===== src/rtl/alu_div4_seq.sv =====
// Sequential unsigned divider: restoring shift-subtract, one quotient bit per clock, MSB first.
// Results and the divide-by-zero flag are registered and held between completions.
//
// state  | meaning
// IDLE   | waiting for start; last results held
// RUN    | DW iterations, one quotient bit per edge
// DONE   | one-cycle done pulse, results valid
module alu_div4_seq #(
    parameter int DW = 8,
    parameter int VW = 4
) (
    input  logic          clk,
    input  logic          rst_n,
    input  logic          start,
    input  logic [DW-1:0] dividend,
    input  logic [VW-1:0] divisor,
    output logic          busy,
    output logic          done,
    output logic          dbz,
    output logic [DW-1:0] quotient,
    output logic [VW-1:0] remainder
);

    localparam int CW = (DW > 1) ? $clog2(DW) : 1;

    typedef enum logic [1:0] {
        S_IDLE,
        S_RUN,
        S_DONE
    } state_t;

    state_t        state_q, state_d;
    logic          rdy_q, rdy_d;
    logic [DW-1:0] shreg_q, shreg_d;
    logic [VW-1:0] dvs_q, dvs_d;
    logic [VW:0]   prem_q, prem_d;
    logic [CW-1:0] cnt_q, cnt_d;
    logic          busy_q, busy_d;
    logic          done_q, done_d;
    logic          dbz_q, dbz_d;
    logic [DW-1:0] quotient_q, quotient_d;
    logic [VW-1:0] remainder_q, remainder_d;

    logic [VW:0]   shifted;
    logic [VW:0]   diff;
    logic          qbit;
    logic [VW:0]   prem_next;
    logic [DW-1:0] shreg_next;

    // shreg holds the unconsumed dividend bits on the left and the quotient bits on the right
    always_comb begin
        shifted    = {prem_q[VW-1:0], shreg_q[DW-1]};
        diff       = shifted - {1'b0, dvs_q};
        // a set top bit would mean the shifted value already exceeds any divisor
        qbit       = prem_q[VW] | ~diff[VW];
        prem_next  = qbit ? diff : shifted;
        shreg_next = {shreg_q[DW-2:0], qbit};
    end

    always_comb begin
        state_d     = state_q;
        rdy_d       = 1'b1;
        shreg_d     = shreg_q;
        dvs_d       = dvs_q;
        prem_d      = prem_q;
        cnt_d       = cnt_q;
        busy_d      = busy_q;
        done_d      = 1'b0;
        dbz_d       = dbz_q;
        quotient_d  = quotient_q;
        remainder_d = remainder_q;

        case (state_q)
            S_IDLE: begin
                busy_d = 1'b0;
                // rdy_q blocks a start that lands on the reset-release edge
                if (start && rdy_q) begin
                    busy_d = 1'b1;
                    if (divisor == '0) begin
                        state_d     = S_DONE;
                        done_d      = 1'b1;
                        dbz_d       = 1'b1;
                        quotient_d  = '1;
                        remainder_d = dividend[VW-1:0];
                    end else begin
                        state_d = S_RUN;
                        shreg_d = dividend;
                        dvs_d   = divisor;
                        prem_d  = '0;
                        cnt_d   = CW'(DW - 1);
                        dbz_d   = 1'b0;
                    end
                end
            end
            S_RUN: begin
                shreg_d = shreg_next;
                prem_d  = prem_next;
                cnt_d   = cnt_q - 1'b1;
                if (cnt_q == '0) begin
                    state_d     = S_DONE;
                    done_d      = 1'b1;
                    quotient_d  = shreg_next;
                    remainder_d = prem_next[VW-1:0];
                end
            end
            S_DONE: begin
                state_d = S_IDLE;
                busy_d  = 1'b0;
            end
            default: begin
                state_d = S_IDLE;
                busy_d  = 1'b0;
            end
        endcase
    end

    always_ff @(posedge clk or negedge rst_n) begin
        if (!rst_n) begin
            state_q     <= S_IDLE;
            rdy_q       <= 1'b0;
            shreg_q     <= '0;
            dvs_q       <= '0;
            prem_q      <= '0;
            cnt_q       <= '0;
            busy_q      <= 1'b0;
            done_q      <= 1'b0;
            dbz_q       <= 1'b0;
            quotient_q  <= '0;
            remainder_q <= '0;
        end else begin
            state_q     <= state_d;
            rdy_q       <= rdy_d;
            shreg_q     <= shreg_d;
            dvs_q       <= dvs_d;
            prem_q      <= prem_d;
            cnt_q       <= cnt_d;
            busy_q      <= busy_d;
            done_q      <= done_d;
            dbz_q       <= dbz_d;
            quotient_q  <= quotient_d;
            remainder_q <= remainder_d;
        end
    end

    assign busy      = busy_q;
    assign done      = done_q;
    assign dbz       = dbz_q;
    assign quotient  = quotient_q;
    assign remainder = remainder_q;

endmodule


===== config.mk =====
export PLATFORM = sky130hd
export DESIGN_NAME = alu_div4_seq
export DESIGN_NICKNAME = d
export VERILOG_FILES = /design/src/rtl/alu_div4_seq.sv
export SDC_FILE = /design/constraint.sdc
export NUM_CORES = 1
export LEC_CHECK = 0
export CELL_PAD_IN_SITES_DETAIL_PLACEMENT = 1
export CELL_PAD_IN_SITES_GLOBAL_PLACEMENT = 1
export CORE_ASPECT_RATIO = 1.2
export CORE_MARGIN = 3
export CORE_UTILIZATION = 35
export CTS_CLUSTER_DIAMETER = 80
export DETAILED_ROUTE_END_ITERATION = 10
export PLACE_DENSITY_LB_ADDON = 0.08
export SYNTH_ARGS = -nofsm -noshare
export SYNTH_HDL_FRONTEND = slang
export SYNTH_SLANG_ARGS = --single-unit

===== constraint.sdc =====
create_clock -name clk -period 3.3 [get_ports clk]
set_clock_uncertainty 0.1 [all_clocks]
set_input_delay 0.66 -clock clk [delete_from_list [all_inputs] [get_ports clk]]
set_output_delay 0.66 -clock clk [all_outputs]
set_load 0.02 [all_outputs]

**After elaboration in Yosys (flattened, before gate mapping)**

Index checks and enable logic that the tools add are counted.

- Register bits after elaboration: 38
- Input bits: 15
- Output and inout port bits: 15
- Word-level logic and storage cells: 59

- $add $sub $neg: 2
- Eq/ne operators: 5
- Mux-type cells: 28
- Bitwise operators: 3
- Reductions and logical operators: 10

Operators by type and width:

| cell | count |
|---|---|
| two-way mux 8 bit | 5 |
| case mux 8 bit (2 select lines) | 2 |
| two-way mux 5 bit | 3 |
| two-way mux 4 bit | 3 |
| case mux 5 bit (2 select lines) | 1 |
| != test 2 bit, second input constant | 4 |
| case mux 4 bit (2 select lines) | 1 |
| two-way mux 2 bit | 3 |
| two-way mux 3 bit | 2 |
| case mux 3 bit (2 select lines) | 1 |
| AND reduction 3 bit | 2 |
| subtractor 5 x 4 -> 5 bit | 1 |
| zero test 4 bit | 1 |
| two-way mux 1 bit | 4 |
| case mux 1 bit (2 select lines) | 2 |
| case mux 2 bit (2 select lines) | 1 |
| AND reduction 2 bit | 2 |
| AND reduction 4 bit | 1 |
| zero test 3 bit | 1 |
| subtractor 3 x 1 -> 3 bit, second input constant | 1 |
| == test 2 x 1 -> 1 bit, second input constant | 1 |
| zero test 2 bit | 1 |
| inverter 1 bit | 2 |
| nonzero test 2 bit | 1 |
| 2 further kinds | 2 |

**Depth between registers and ports, before layout**

Gate-level depths: netlist of the first run.

- Depth after elaboration: 6
- Depth in mapped cells: 9
- Depth with buffers taken out: 9

**Worst setup path before layout of the first run**

OpenSTA, ideal clock, no wires.

- Path kind: reg2reg
- Start: register shreg_q[7]
- End: register remainder_q[0] (netlist: remainder[0])
- Setup time: 0.082 ns
- Arrival time: 2.207 ns
- Data required time: 3.118 ns
- Slack: 0.911 ns
- Stages on the path, launching flop included: 10
- Clock period less this slack: 2.389 ns
- Path through: dfrtp_1 > inv_1 > ha_1 > inv_1 > fa_1 > a21o_1 > a21oi_4 > mux2i_4 > mux2_4 > a31oi_1

- Cells in the longest elaborated chain, start to end: 6

RTL lines:

| item | line | source |
|---|---|---|
| start, declared | 34 | `logic [DW-1:0] shreg_q, shreg_d;` |
| start signal, assigned | 133 | `shreg_q <= shreg_d;` |
| subtractor 5 x 4 -> 5 bit | 53 | `diff = shifted - {1'b0, dvs_q};` |
| inverter 1 bit | 55 | `qbit = prem_q[VW] \| ~diff[VW];` |
| bitwise OR 1 bit | 55 |  |
| two-way mux 5 bit * | 56 | `prem_next = qbit ? diff : shifted;` |
| two-way mux 4 bit * | 99 | `if (cnt_q == '0) begin` |
| case mux 4 bit (2 select lines) * | 73 | `case (state_q)` |
| end signal, assigned | 141 | `remainder_q <= remainder_d;` |
| end, declared | 42 | `logic [VW-1:0] remainder_q, remainder_d;` |

Every way passes the cells marked *; elsewhere a longest branch is shown, timed or not. The select of a mux whose other input is x is not followed.
A chain may end at the register's enable or synchronous reset.

**Worst setup path in the final report of the first run**

- Start: register shreg_q[7]
- End: register remainder_q[1] (netlist: remainder[1])

- Cells in the longest elaborated chain, start to end: 6

RTL lines:

| item | line |
|---|---|
| subtractor 5 x 4 -> 5 bit * | 53 |
| inverter 1 bit | 55 |
| bitwise OR 1 bit | 55 |
| two-way mux 5 bit * | 56 |
| two-way mux 4 bit * | 99 |
| case mux 4 bit (2 select lines) * | 73 |

Marks and branches as above.

==> results of run 1 <==
state kept, by name (all words and copies together), names as in the netlist:
name / count
quotient: 8
dvs_q: 4
prem_q: 5
remainder: 4
busy: 1
done: 1
dbz: 1
rdy_q: 1
shreg_q: 8
state_q: 2
cnt_q: 3
layer usage:
metal	up-vias	wire [um]	global-route usage, %
met4	0	34	3.08
met1	723	1940	19.1
li1	704	-	-
met5	-	0	0
met3	5	130	3.44
met2	21	2300	27.9
final timing paths:
kind,depth (start not counted),to,slack (ns),startpoint
max,9,remainder[1]$_DFFE_PN0P_,0.64,shreg_q[7]$_DFFE_PN0P_
min,1,cnt_q[0]$_DFFE_PN0P_,0.37,cnt_q[0]$_DFFE_PN0P_
max reg2reg,9,remainder[1]$_DFFE_PN0P_,0.64,shreg_q[7]$_DFFE_PN0P_
min reg2reg,1,cnt_q[0]$_DFFE_PN0P_,0.37,cnt_q[0]$_DFFE_PN0P_
max in group asynchronous,1,dvs_q[0]$_DFFE_PN0P_,2.18,rst_n
min in group asynchronous,1,quotient[0]$_DFFE_PN0P_,0.38,rst_n
final cells by class:
cell class / count / area share, %
clock inverters: 2 / 2.57
flip-flops and latches: 38 / 40.7
well taps: 60 / 3.21
inverters: 22 / 3.53
multi-input cells: 123 / 32.7
clock buffers: 6 / 3.53
repair buffers: 34 / 13.8
worst register-to-register path: cells and delay by family (launching register included):
kind	cells	cell delay [ns]
compound gates	3	0.61
fa+ha+maj	2	0.58
buf+inv	2	0.14
flops	1	0.38
mux	2	0.73
cell usage after synthesis (2+ instances only):
library cell  instances  area, um2
nor2b_1               2       12.5
clkbuf_1              7       26.3
a31oi_1               8       50.1
nor2_1               16       60.1
o21ai_0               5       25.0
ha_1                  6       75.1
dfrtp_1              38        951
nand2_1              31        116
nand2b_1              2       12.5
a21oi_1              14       70.1
o22ai_1               4       25.0
mux2i_1               3       30.0
nor3_1                8       40.0
inv_1                22       82.6
a21o_1                3       22.5
xor2_1                2       17.5
logic make-up after synthesis:
group | count (synthesis) | share of synthesized area (%)
flops | 38 | 51.9
simple gates | 64 | 15.5
mux | 5 | 3.69
buf+inv | 31 | 6.42
fa+ha+maj | 7 | 5.19
other cells | 1 | 0.205
xor+xnor | 3 | 1.43
compound gates | 43 | 15.6
placed cells by master, fill, tap and decap left out, types with 3 or more instances in the layout:
cell type / n
dfrtp_1: 38
o21ai_0: 5
inv_1: 22
a31oi_1: 8
nor2_1: 16
buf_4: 5
mux2i_1: 3
ha_1: 6
a21o_1: 3
o22ai_1: 4
clkdlybuf4s50_1: 28
nor3_1: 8
clkbuf_8: 6
nand2_1: 31
a21oi_1: 14
report_power, final:
group	total, mW	switching (mW)	internal [mW]
logic	1.33	0.735	0.590
clock network	0.497	0.174	0.323
registers	0.813	0.138	0.675
total	2.63	1.05	1.59
metrics by stage:
step / utilization [%] / hold WS [ns] / instances / setup WS (ns) / power [mW]
floorplan: - / 0.264 / 192 / 0.911 / 1.73
global placement: 43.8 / 0.359 / 277 / 0.561 / 2.11
detailed placement: 43.8 / 0.364 / 277 / 0.487 / 2.17
CTS: 46.7 / 0.375 / 285 / 0.603 / 2.68
global route: 46.7 / 0.409 / 285 / 0.486 / 2.85
finish: 46.7 / 0.373 / 285 / 0.639 / 2.63
==> results.toml, run 1 <==
[run_status]
outcome = "completed"

[global_route]
grt_pass1_vias = 1606
antenna_found_initial = 0
track_usage_pct = 15.6
grt_first_pass_wirelength_um = 7620
overflow = 0
grt_max_degree = 39

[logic_synthesis]
netlist_area_um2 = 1830
synth_area_per_cell_um2 = 9.54
ys_seq_area_share_pct = 51.9
syn_nets = 214
netlist_instances = 192
ys.flop_type = "dfrtp_1"
yosys_warnings = 0
synthArstFlopShare_pct = 100
ys_seq_elements = 38
synth-edff-count = 0
synth_cell_types = 37

[final_layout]
syn_to_final_growth_pct = 27.6
num-nets-final = 246
multi_input_area_um2 = 763
num-fill-cells = 595
antenna_cells = 0
fin_area_um2 = 2340
drive_gt1_share_pct = 8.89
register_area_um2 = 951

[place]
dp_hpwl_um = 3150
place_congestion = 0.787
portBuffers = 29
place_area_um2 = 2190

[worst_setup_path]
cp_slowest_cell = "fa_1"
end_kind = "register"
cp.required_ns = 3.36
cp-start-kind = "register"
crit_buf_inv = 2
path_cells = "inv_1 > ha_1 > inv_1 > fa_1 > a21o_1 > a21oi_4 > mux2i_4 > mux2i_1 > o221ai_1"
crit_arrival_ns = 2.72
path_delay_family = "multiplexers"
worst_path_most_repeated_cell = "inv_1"
cp_max_fo = 7
max_stage_delay_ns = 0.41
crit_type = "reg2reg"

[power_and_ir_drop]
ir_drop_v = 0.000395
powerDensity_nw_per_um2 = 1130
power_leakage_nw = 1.11

[clock_network]
htreeDepth = 2
cts-buffers-inserted = 5
cts_root_buf = "clkbuf_8"
clkLatencyLatePin_ns = 0.29
clockBufferDepth = 2
cts_tree = "done"
cts.clk_slew.worst_paths_ns = 0.08
ctsResizeCount = 0
post-cts-setup-buffers = 0
postCtsHoldBufs = 0
cts_sinks = 38

[sta]
max_clock_freq_ghz = 0.376
tightest_slew_ns = 0.863
rsz0062_at_grt = "no"
finalCritPeriodShare_pct = 80.6
relSlewSlack_pct = 42.5
min_period_ns = 2.66
tns_ns = 0
drv_slew = 0
finalSetupViolCount = 0
hold_viol = 0

[detailed_routing]
postRouteWirelength_um = 4400
first_iter_violations = 77
wire_per_inst_um = 15.4
vias = 1453
ant_nets = 0
via_per_inst = 5.10
drc = 0
dr.pass1.iters = 4

[die]
core_region_area_um2 = 5010
io-pin-count = 30
dieArea_um2 = 6140
die_h_um = 85.3
die_w_um = 72.0
num_rows = 28
start_util_pct = 36.6

[flow_run]
drv_cap = 0

[min_path]
hold_class = "reg2reg"
(Power assumes the default switching activity.)
==> inputs of run 2 (changes only) <==
- clock period: 3.3 -> 2.65 ns (I/O delays scaled with it)
==> run 2 against run 1 <==
Against the previous run: sequential share of layout area decreased by 0.73 points; setup slack got worse by 0.51 ns; hold slack got worse by 0.14 ns; largest cell class unchanged; cell area rose by 1.8%; sequential power grew 24%; die area did not move; combinational power is 31% higher.
==> results.toml, run 2 (synthesis results as in run 1) <==
[sta]
drv_slew = 0
rsz0062_at_grt = "yes"
relSlewSlack_pct = 44.2
finalCritPeriodShare_pct = 95.2
max_clock_freq_ghz = 0.397
finalSetupViolCount = 0
hold_viol = 0
tightest_slew_ns = 0.837
setup_slack_ns = 0.128
holdWs_ns = 0.236
min_period_ns = 2.52

[power_and_ir_drop]
ir_drop_v = 0.000557
comb_power_share_pct = 51.6
internal_power_mw = 2.04
switching_share_pct = 39.2
switching_power_mw = 1.32
clockPowerShare_pct = 18.3
power_leakage_nw = 1.13
powerDensity_nw_per_um2 = 1410
share_seq_of_total_power_pct = 30.1

[clock_network]
cts_root_buf = "clkbuf_8"
cts-buffers-inserted = 5
clkLatencyLatePin_ns = 0.29
cts_sinks = 38
cts.clk_slew.worst_paths_ns = 0.08
clockBufferDepth = 2
cts_tree = "done"
htreeDepth = 2
postCtsHoldBufs = 0

[detailed_routing]
ant_nets = 0
first_iter_violations = 55
drc = 0
dr.pass1.iters = 4
via_per_inst = 5.07
wire_per_inst_um = 15.2
postRouteWirelength_um = 4390
vias = 1466

[die]
dieArea_um2 = 6140
start_util_pct = 36.6
core_region_area_um2 = 5010
io-pin-count = 30
die_w_um = 72.0
num_rows = 28
die_h_um = 85.3

[final_layout]
drive_gt1_share_pct = 10.5
final_common_cell = "dfrtp_1"
num-nets-final = 250
syn_to_final_growth_pct = 29.9
num-fill-cells = 585
layout_common_cells = "38 x dfrtp_1, 31 x nand2_1, 28 x clkdlybuf4s50_1"
antenna_cells = 0

[worst_setup_path]
cp-start-kind = "register"
cp_max_fo = 6
rrSetupSlack_ns = 0.13
r2r_end = "prem_q[0]$_DFFE_PN0P_"
crit_type = "reg2reg"
crit_arrival_ns = 2.63
worstRegToRegCells = 9
cp.required_ns = 2.75
r2r_start = "shreg_q[7]$_DFFE_PN0P_"
end_kind = "register"

[global_route]
overflow = 0
grt_pass1_vias = 1586
track_usage_pct = 16.1
grt_max_degree = 39
grt_first_pass_wirelength_um = 7760
antenna_found_initial = 0

[min_path]
hold_class = "in2async"

[place]
portBuffers = 29
place_congestion = 0.746
dp_hpwl_um = 3200
place_ws_ns = 0.0985

[flow_run]
drv_cap = 0

[run_status]
outcome = "completed"
run 2: changes by cell type in the layout (fill, tap and decap cells not counted):
cell / previous run / this run
buf_4: 5 / 8
buf_12: 0 / 1
run 2: layout make-up:
class | instances | area (um2) | share of cell area, %
inverters | 22 | 82.6 | 3.47
clock buffers | 6 | 82.6 | 3.47
multi-input cells | 123 | 763 | 32.1
flip-flops and latches | 38 | 951 | 40.0
well taps | 60 | 75.1 | 3.15
clock inverters | 2 | 60.1 | 2.52
repair buffers | 38 | 365 | 15.4
run 2: critical path, cell delays in order (launching register included):
cell	delay [ns]
dfrtp_1	0.38
inv_1	0.07
ha_1	0.16
inv_1	0.05
fa_1	0.40
a21o_1	0.22
a21oi_4	0.22
mux2i_4	0.36
mux2_4	0.34
o22ai_1	0.15
run 2: what timing repair did:
| item | CTS | global route |
|---|---|---|
| resized for setup | 0 | 0 |
| setup endpoints to repair | 0 | 3 |
| buffers inserted | 0 | 2 |
run 2: per-stage QoR:
step	instance area (um2)	power, mW	instances	setup TNS, ns	utilization, %
after floorplan	1830	2.15	192	0	-
after global placement	2220	2.65	279	0	44.4
after detailed placement	2220	2.73	279	0	44.4
after CTS	2360	3.36	287	0	47.2
after global routing	2380	3.64	289	-0.0111	47.5
final	2380	3.36	289	0	47.5
run 2: how the worst max path moves through the flow:
| stage | startpoint | endpoint | slack [ns] | depth (start not counted) |
|---|---|---|---|---|
| floorplan | shreg_q[7]$_DFFE_PN0P_ | remainder[0]$_DFFE_PN0P_ | 0.26 | 9 |
| global placement | shreg_q[7]$_DFFE_PN0P_ | prem_q[2]$_DFFE_PN0P_ | 0.14 | 9 |
| detailed placement | shreg_q[7]$_DFFE_PN0P_ | prem_q[2]$_DFFE_PN0P_ | 0.1 | 9 |
| CTS | shreg_q[7]$_DFFE_PN0P_ | prem_q[0]$_DFFE_PN0P_ | 0.09 | 9 |
| global route | shreg_q[7]$_DFFE_PN0P_ | prem_q[2]$_DFFE_PN0P_ | -0.01 | 9 |
| finish | shreg_q[7]$_DFFE_PN0P_ | prem_q[0]$_DFFE_PN0P_ | 0.13 | 9 |
run 2: per-layer routing:
layer	share of wire [%]	track usage, %
met5	0	0
met1	44	20.6
met4	1.8	5.47
met2	51	26.4
met3	3.6	4.03
run 2: power by group through the flow:
stage / clock, mW / sequential [mW] / combinational (mW)
4_1_cts: 0.629 / 1.02 / 1.71
3_5_place_dp: 0 / 1.03 / 1.70
2_1_floorplan: 0 / 1.10 / 1.06
6_report: 0.616 / 1.01 / 1.74
3_3_place_gp: 0 / 1.01 / 1.64
5_1_grt: 0.668 / 1.05 / 1.93
